==> src/rtl/avmm_pio_multi.sv <==
// ============================================================================
// Module   : avmm_pio_multi
// Purpose  : Avalon-MM PIO with synchronised, optionally debounced (define
//            PIO_DEBOUNCE_EN) edge-capturing inputs, maskable IRQ and atomic
//            set/clear outputs.
// Revision : 1.0 - initial release
// ============================================================================
`default_nettype none

module avmm_pio_multi #(
    parameter int               WIDTH           = 8,
    parameter int               DEBOUNCE_CYCLES = 4,
    parameter logic [WIDTH-1:0] OUT_RESET       = '0
) (
    input  logic             clk,
    input  logic             reset_n,
    input  logic [2:0]       address,
    input  logic             read,
    input  logic             write,
    input  logic [31:0]      writedata,
    output logic [31:0]      readdata,
    output logic             irq,
    input  logic [WIDTH-1:0] pio_in,
    output logic [WIDTH-1:0] pio_out
);

    localparam logic [2:0] ADDR_DATA_IN   = 3'd0;
    localparam logic [2:0] ADDR_DATA_OUT  = 3'd1;
    localparam logic [2:0] ADDR_IRQ_MASK  = 3'd2;
    localparam logic [2:0] ADDR_EDGE_CAP  = 3'd3;
    localparam logic [2:0] ADDR_OUT_SET   = 3'd4;
    localparam logic [2:0] ADDR_OUT_CLR   = 3'd5;
    localparam logic [2:0] ADDR_EDGE_RISE = 3'd6;
    localparam logic [2:0] ADDR_EDGE_FALL = 3'd7;

    logic [WIDTH-1:0] sync1_q;
    logic [WIDTH-1:0] sync2_q;
    logic [WIDTH-1:0] prev_q;
    logic [WIDTH-1:0] data_out_q,  data_out_d;
    logic [WIDTH-1:0] irq_mask_q,  irq_mask_d;
    logic [WIDTH-1:0] edge_cap_q,  edge_cap_d;
    logic [WIDTH-1:0] edge_rise_q, edge_rise_d;
    logic [WIDTH-1:0] edge_fall_q, edge_fall_d;
    logic [31:0]      readdata_q,  readdata_d;

    logic [WIDTH-1:0] w_deb;
    logic [WIDTH-1:0] w_wd;
    logic [WIDTH-1:0] w_rise;
    logic [WIDTH-1:0] w_fall;
    logic [WIDTH-1:0] w_clr;
    logic [31:0]      w_rd_word;

    assign w_wd = writedata[WIDTH-1:0];

    generate
        if (WIDTH < 32) begin : g_unused_wd
            logic w_unused_wd;
            assign w_unused_wd = ^writedata[31:WIDTH];
        end
    endgenerate

`ifdef PIO_DEBOUNCE_EN
    localparam int              CNT_W    = $clog2(DEBOUNCE_CYCLES + 1);
    localparam logic [CNT_W-1:0] CNT_LAST = CNT_W'(DEBOUNCE_CYCLES - 1);

    // Each bit follows sync2 only after it has differed for DEBOUNCE_CYCLES clocks.
    generate
        for (genvar i = 0; i < WIDTH; i++) begin : g_deb
            logic [CNT_W-1:0] cnt_q;
            logic             deb_q;

            always_ff @(posedge clk or negedge reset_n) begin
                if (!reset_n) begin
                    cnt_q <= '0;
                    deb_q <= 1'b0;
                end else if (sync2_q[i] != deb_q) begin
                    if (cnt_q == CNT_LAST) begin
                        deb_q <= sync2_q[i];
                        cnt_q <= '0;
                    end else begin
                        cnt_q <= cnt_q + CNT_W'(1);
                    end
                end else begin
                    cnt_q <= '0;
                end
            end

            assign w_deb[i] = deb_q;
        end
    endgenerate
`else
    logic w_unused_deb;
    assign w_unused_deb = (DEBOUNCE_CYCLES > 0);
    assign w_deb        = sync2_q;
`endif

    assign w_rise = w_deb & ~prev_q & edge_rise_q;
    assign w_fall = ~w_deb & prev_q & edge_fall_q;

    always_comb begin
        data_out_d  = data_out_q;
        irq_mask_d  = irq_mask_q;
        edge_rise_d = edge_rise_q;
        edge_fall_d = edge_fall_q;
        w_clr       = '0;
        if (write) begin
            case (address)
                ADDR_DATA_OUT:  data_out_d  = w_wd;
                ADDR_IRQ_MASK:  irq_mask_d  = w_wd;
                ADDR_EDGE_CAP:  w_clr       = w_wd;
                ADDR_OUT_SET:   data_out_d  = data_out_q | w_wd;
                ADDR_OUT_CLR:   data_out_d  = data_out_q & ~w_wd;
                ADDR_EDGE_RISE: edge_rise_d = w_wd;
                ADDR_EDGE_FALL: edge_fall_d = w_wd;
                default:        ;
            endcase
        end
        // New edges are OR'd in after the clear so a same-cycle set survives.
        edge_cap_d = (edge_cap_q & ~w_clr) | w_rise | w_fall;
    end

    // Read mux sees the current register contents, so a concurrent write
    // returns the pre-write value.
    always_comb begin
        w_rd_word = '0;
        case (address)
            ADDR_DATA_IN:   w_rd_word[WIDTH-1:0] = w_deb;
            ADDR_DATA_OUT:  w_rd_word[WIDTH-1:0] = data_out_q;
            ADDR_IRQ_MASK:  w_rd_word[WIDTH-1:0] = irq_mask_q;
            ADDR_EDGE_CAP:  w_rd_word[WIDTH-1:0] = edge_cap_q;
            ADDR_EDGE_RISE: w_rd_word[WIDTH-1:0] = edge_rise_q;
            ADDR_EDGE_FALL: w_rd_word[WIDTH-1:0] = edge_fall_q;
            default:        w_rd_word = '0;
        endcase
        readdata_d = read ? w_rd_word : readdata_q;
    end

    always_ff @(posedge clk or negedge reset_n) begin
        if (!reset_n) begin
            sync1_q     <= '0;
            sync2_q     <= '0;
            prev_q      <= '0;
            data_out_q  <= OUT_RESET;
            irq_mask_q  <= '0;
            edge_cap_q  <= '0;
            edge_rise_q <= '0;
            edge_fall_q <= '0;
            readdata_q  <= '0;
        end else begin
            sync1_q     <= pio_in;
            sync2_q     <= sync1_q;
            prev_q      <= w_deb;
            data_out_q  <= data_out_d;
            irq_mask_q  <= irq_mask_d;
            edge_cap_q  <= edge_cap_d;
            edge_rise_q <= edge_rise_d;
            edge_fall_q <= edge_fall_d;
            readdata_q  <= readdata_d;
        end
    end

    assign readdata = readdata_q;
    assign pio_out  = data_out_q;
    assign irq      = |(edge_cap_q & irq_mask_q);

endmodule

`default_nettype wire

==> config.mk <==
export PLATFORM = sky130hd
export DESIGN_NAME = avmm_pio_multi
export DESIGN_NICKNAME = d
export VERILOG_FILES = /design/src/rtl/avmm_pio_multi.sv
export SDC_FILE = /design/constraint.sdc
export NUM_CORES = 1
export LEC_CHECK = 0
export CORE_AREA = 3 3 86 88
export CTS_BUF_LIST = sky130_fd_sc_hd__clkbuf_8
export CTS_CLUSTER_SIZE = 30
export DETAILED_ROUTE_END_ITERATION = 10
export DIE_AREA = 0 0 89 91
export GPL_TIMING_DRIVEN = 1
export HOLD_SLACK_MARGIN = 0.05
export PLACE_DENSITY = 0.92
export SYNTH_ARGS = -nofsm -noshare
export SYNTH_HDL_FRONTEND = slang
export SYNTH_SLANG_ARGS = --single-unit
==> constraint.sdc <==
create_clock -name clk -period 1.6 [get_ports clk]
set_input_delay 0.24 -clock clk [delete_from_list [all_inputs] [get_ports clk]]
set_output_delay 0.24 -clock clk [all_outputs]
set_load 0.1 [all_outputs]
* Word-level counts from Yosys, hierarchy flattened
Cells that the tools add are included.
Operators by class: reductions and logical operators 7, bitwise logic cells 14, muxes and demuxes 4, equality and inequality tests 7
Operators with widths (count):
- $and A8 B8 Y8 | 7
- $pmux W8 S6 | 1
- $not A8 Y8 | 4
- $or A8 B8 Y8 | 3
- $pmux W8 S3 | 1
- $mux W8 | 2
- $eq A3 B3 Y1 const B | 4
- $reduce_and A2 Y1 | 4
- $reduce_or A8 Y1 | 1
- $eq A3 B2 Y1 const B | 2
- $eq A3 B1 Y1 const B | 1
- $logic_not A3 Y1 | 1
- $reduce_bool A3 Y1 | 1
Storage, ports and cells: output and inout bits 41, bits of input ports 47, word-level logic and storage cells 41, flip-flop bits (word level) 72

* Depth between registers and ports, before layout
depth after elaboration 7, depth in mapped cells 6, gate-level depth less buffers 4

* Worst setup path after synthesis
No wires, ideal clock.
path type register -> output, from reg irq_mask_q[0], to out irq, arrival time 1.466 ns, setup slack -0.106 ns, stages on the path, launching flop included 3, path buffers 0, required time 1.360 ns, cells stage by stage dfrtp_1 > a22oi_1 > nand4_1
Between the ends: cells in the longest elaborated chain, start to end 2
Ends and longest elaborated chain:
- from (decl) | RTL line 40 | logic [WIDTH-1:0] irq_mask_q, irq_mask_d;
- from (signal assigned) | RTL line 154 | irq_mask_q <= irq_mask_d;
- $and A8 B8 Y8 | RTL line 164 | assign irq = |(edge_cap_q & irq_mask_q);
- $reduce_or A8 Y1 | RTL line 164
- to (decl) | RTL line 22 | output logic irq,
No other way between the ends.

* Worst setup path in the final report
from reg edge_cap_q[4], to out irq
Between the ends: cells in the longest elaborated chain, start to end 2
Ends and longest elaborated chain:
- from (decl) | RTL line 41 | logic [WIDTH-1:0] edge_cap_q, edge_cap_d;
- from (signal assigned) | RTL line 155 | edge_cap_q <= edge_cap_d;
- $and A8 B8 Y8 | RTL line 164
- $reduce_or A8 Y1 | RTL line 164
No other way between the ends.

==> impl_summary.log <==
[metrics] status: finished, violations left
[metrics] failing checks: negative setup slack
[metrics] final count of hold timing violations: 0
[metrics] DIE HEIGHT: 91 um
[metrics] fraction of final layout cells sized beyond drive strength 1: 32.12%
[metrics] critical path launch point: edge_cap_q[4]
[metrics] leakage power figure: 2.012 nW
[metrics] final count of negative-setup-slack endpoints: 1
[metrics] sequential fraction of the synthesis area: 52.94%
[metrics] clock transition at the registers of the reported paths: ~0.070 ns
[metrics] initial cell density of the core: between 50% and 60%
[metrics] post-DP HPWL: 5.546 mm
[metrics] H-tree depth: 3
[metrics] detailed-route via count: 2421
[metrics] IO Count: 88
[metrics] Inst Count DP: 418
[metrics] Die Area: 0.008099 mm^2
[metrics] share of the cycle needed by the critical path after routing: 102.4%
[metrics] total design power: approximately 5.7 mW
[metrics] first-pass GRT wire length: 12.74 mm
[metrics] post-synth cell types: 37
[metrics] Die X: around 90 um
[metrics] number of port buffers: 39
[metrics] Total Nets Final: 400
[metrics] number of maximum-capacitance constraint violations: 0
[metrics] Core Rows: 30
[metrics] number of instances in the synthesized netlist: 276
[metrics] Worst Setup Start Kind: flop
[metrics] total routing resource utilization after global routing: 20.86%
[metrics] grt total ovfl: 0
[metrics] Post-Syn Area per Cell: 12.33 um^2
[metrics] root buffer cell: clkbuf_8
[metrics] Fillers: 503
[metrics] total length of routed wires: ~7.6 mm
[metrics] RSZ-0062 raised after global routing: yes
[metrics] setup slack at placement: -0.2403 ns
[metrics] first-pass iteration count of the detailed router: 4
[metrics] number of clock sinks seen by CTS: 72
[metrics] Final Wtd Congestion: 0.8750
[metrics] number of vias per cell after detailed routing: 5.527
[metrics] minimum period implied by the final worst setup slack: 1.639 ns
[metrics] CP endpoint kind: output port
[metrics] detailed router's first-iteration violation count: about 130
[metrics] IR drop worst, VDD: between 0.9 and 1 mV
[metrics] worst flop-to-flop path startpoint: irq_mask_q[4]
[metrics] startpoint of the lowest-slack hold path: pio_in[0]
[metrics] worst min-delay path class: primary input to flop
[metrics] ratio of total power to cell area: 1280 mW/mm^2
[metrics] count of antenna-violating nets left after detailed routing: 0
[metrics] number of buffers created by CTS: 9
[metrics] register bit total from synthesis: 72
[metrics] CTS tree: built
[metrics] maximum fanout along the worst path: 2
[metrics] Post-Syn Area: approximately 0.0034 mm^2
[metrics] Std-Cell Core Area: 0.006719 mm^2
[metrics] vias in the first global route: 2582
[metrics] worst path required time: 1.36 ns
[metrics] setup_tns: -0.03866 ns
[metrics] number of diodes added for antenna fixing: 0
[metrics] Max Clk Rate: 0.6103 GHz
[metrics] average wire length per cell after detail routing: about 17 um
[metrics] Crit Path Category: flop to output port
[metrics] Setup WS post-layout: -0.03866 ns
[metrics] worst setup skew after layout: 0.006522 ns
[metrics] buffer levels on the longest clock path: 2
[metrics] antenna violations before repair: 0
[metrics] # DRC: 0
[metrics] Yosys warning count: 0
[metrics] final worst hold slack: approximately 0.33 ns
[metrics] maximum number of pins on one net before global-route repair: 73
[metrics] final non-filler cell total: between 400 and 500
[metrics] clock insertion delay at the later pin of the skew report: 0.34 ns
[metrics] final number of max-transition violations: 0
[metrics] arrival time of data at the critical path endpoint: 1.40 ns
[metrics] post-synthesis to final-layout area growth: 29.74%
cell families after synthesis:
logic type      synth area share, %
compound gates                10.63
flops                         52.94
buf+inv                       9.779
mux                           16.54
other cells                  0.1102
simple gates                  10.00
where the power goes:
part	switching, mW	internal (mW)	leakage (nW)	total [mW]
Combinational	1.15	0.719	1.08	1.87
Clock	0.632	0.789	0.112	1.42
Sequential	0.274	2.09	0.824	2.36
Total	2.06	3.60	2.01	5.65
per-layer routing:
layer | vias up | GRT usage (%) | routed length [um]
li1 | 1117 | - | -
met1 | 1199 | 25.70 | 2965
met2 | 90 | 34.72 | 4007
met3 | 15 | 6.080 | 491
met4 | 0 | 6.948 | 161
met5 | - | 0 | 0
cell usage after synthesis, drive strengths merged:
library cell  number  area (um^2)
a31oi              1        6.260
and4b              1        10.01
nand2             31        116.4
o22a               5        43.79
a222oi             8        80.08
nor2b              1        6.260
o211ai             8        60.06
o21ai              3        15.01
nor3b              2        31.28
nor2               3        11.26
mux2i             18        180.2
nand3              2        10.01
nor3               1        16.27
inv               11        41.29
nand3b             9        80.08
a22oi              4        30.03
o32ai              1        8.760
o22ai              4        25.02
o221ai             1        8.760
o32a               2        20.02
a21oi              5        25.02
o31ai              4        30.03
dfrtp             72         1802
nand4              3        40.04
buf               35        284.0
clkbuf             2        7.510
conb               1        3.750
nand2b             3        18.77
mux2              34        382.9
o41ai              1        8.760
worst max-delay path, stage by stage, from the launching register on:
cell	delay, ns
dfrtp_1	0.41
a22oi_2	0.22
nand4_1	0.20
buf_12	0.23
path summary, 6_finish.rpt:
check                                 end  slack (ns)  cells past startpoint
min                            sync1_q[0]        0.33                      1
max reg2reg                   readdata[4]        0.29                      5
max                                   irq       -0.04                      3
min reg2reg                    sync2_q[5]        0.35                      0
max in group asynchronous       prev_q[7]        0.83                      3
min in group asynchronous  edge_rise_q[5]        0.44                      3
cell type report:
class                   count  area, um^2  area share, %
inverters                  11       41.29         0.9351
flip-flops and latches     72        1802          40.80
repair buffers             80       903.4          20.46
clock inverters             5       47.55          1.077
multi-input cells         179        1370          31.03
clock buffers              11       151.4          3.429
well taps                  80       100.1          2.267
per-stage QoR:
step | utilization [%] | instance area [um^2]
global placement | 62.05 | 4169
finish | 65.72 | 4415
global route | 65.72 | 4415
floorplan | - | 3490
CTS | 65.72 | 4415
detailed placement | 62.05 | 4169
what timing repair did:
action / CTS / global route
gates cloned: 0 / 0
endpoints found under the setup margin: 1 / 1
endpoints found under the hold margin: 72 / 0
pin swaps: 2 / 1
hold buffers: 1 / 0
buffers inserted: 3 / 0
gates resized for setup: 3 / 0
state kept, by name, indices dropped and copies added (netlist names):
register,flops
sync1_q,8
prev_q,8
edge_fall_q,8
pio_out,8
readdata,8
edge_cap_q,8
sync2_q,8
edge_rise_q,8
irq_mask_q,8
cells in the final DEF, fill, tap and decap left out, types with 2 or more instances in the layout:
| cell type | netlist | layout |
|---|---|---|
| a222oi_1 | 8 | 8 |
| nor2_1 | 3 | 3 |
| a22oi_2 | 0 | 3 |
| mux2_2 | 34 | 34 |
| buf_4 | 25 | 37 |
| nand2_1 | 31 | 31 |
| o22ai_1 | 4 | 4 |
| a21oi_1 | 5 | 5 |
| o21ai_0 | 3 | 3 |
| o22a_1 | 5 | 5 |
| mux2i_1 | 18 | 18 |
| clkbuf_8 | 0 | 11 |
| clkdlybuf4s50_1 | 0 | 21 |
| o211ai_1 | 8 | 8 |
| o31ai_1 | 4 | 4 |
| conb_1 | 1 | 24 |
| o32a_1 | 2 | 2 |
| nand2b_1 | 3 | 3 |
| inv_1 | 11 | 13 |
| nand3b_1 | 8 | 8 |
| clkinv_2 | 0 | 2 |
| buf_12 | 1 | 20 |
| dfrtp_1 | 72 | 72 |
| nand3_1 | 2 | 2 |
Note: power is estimated with default switching activity, not from simulation.
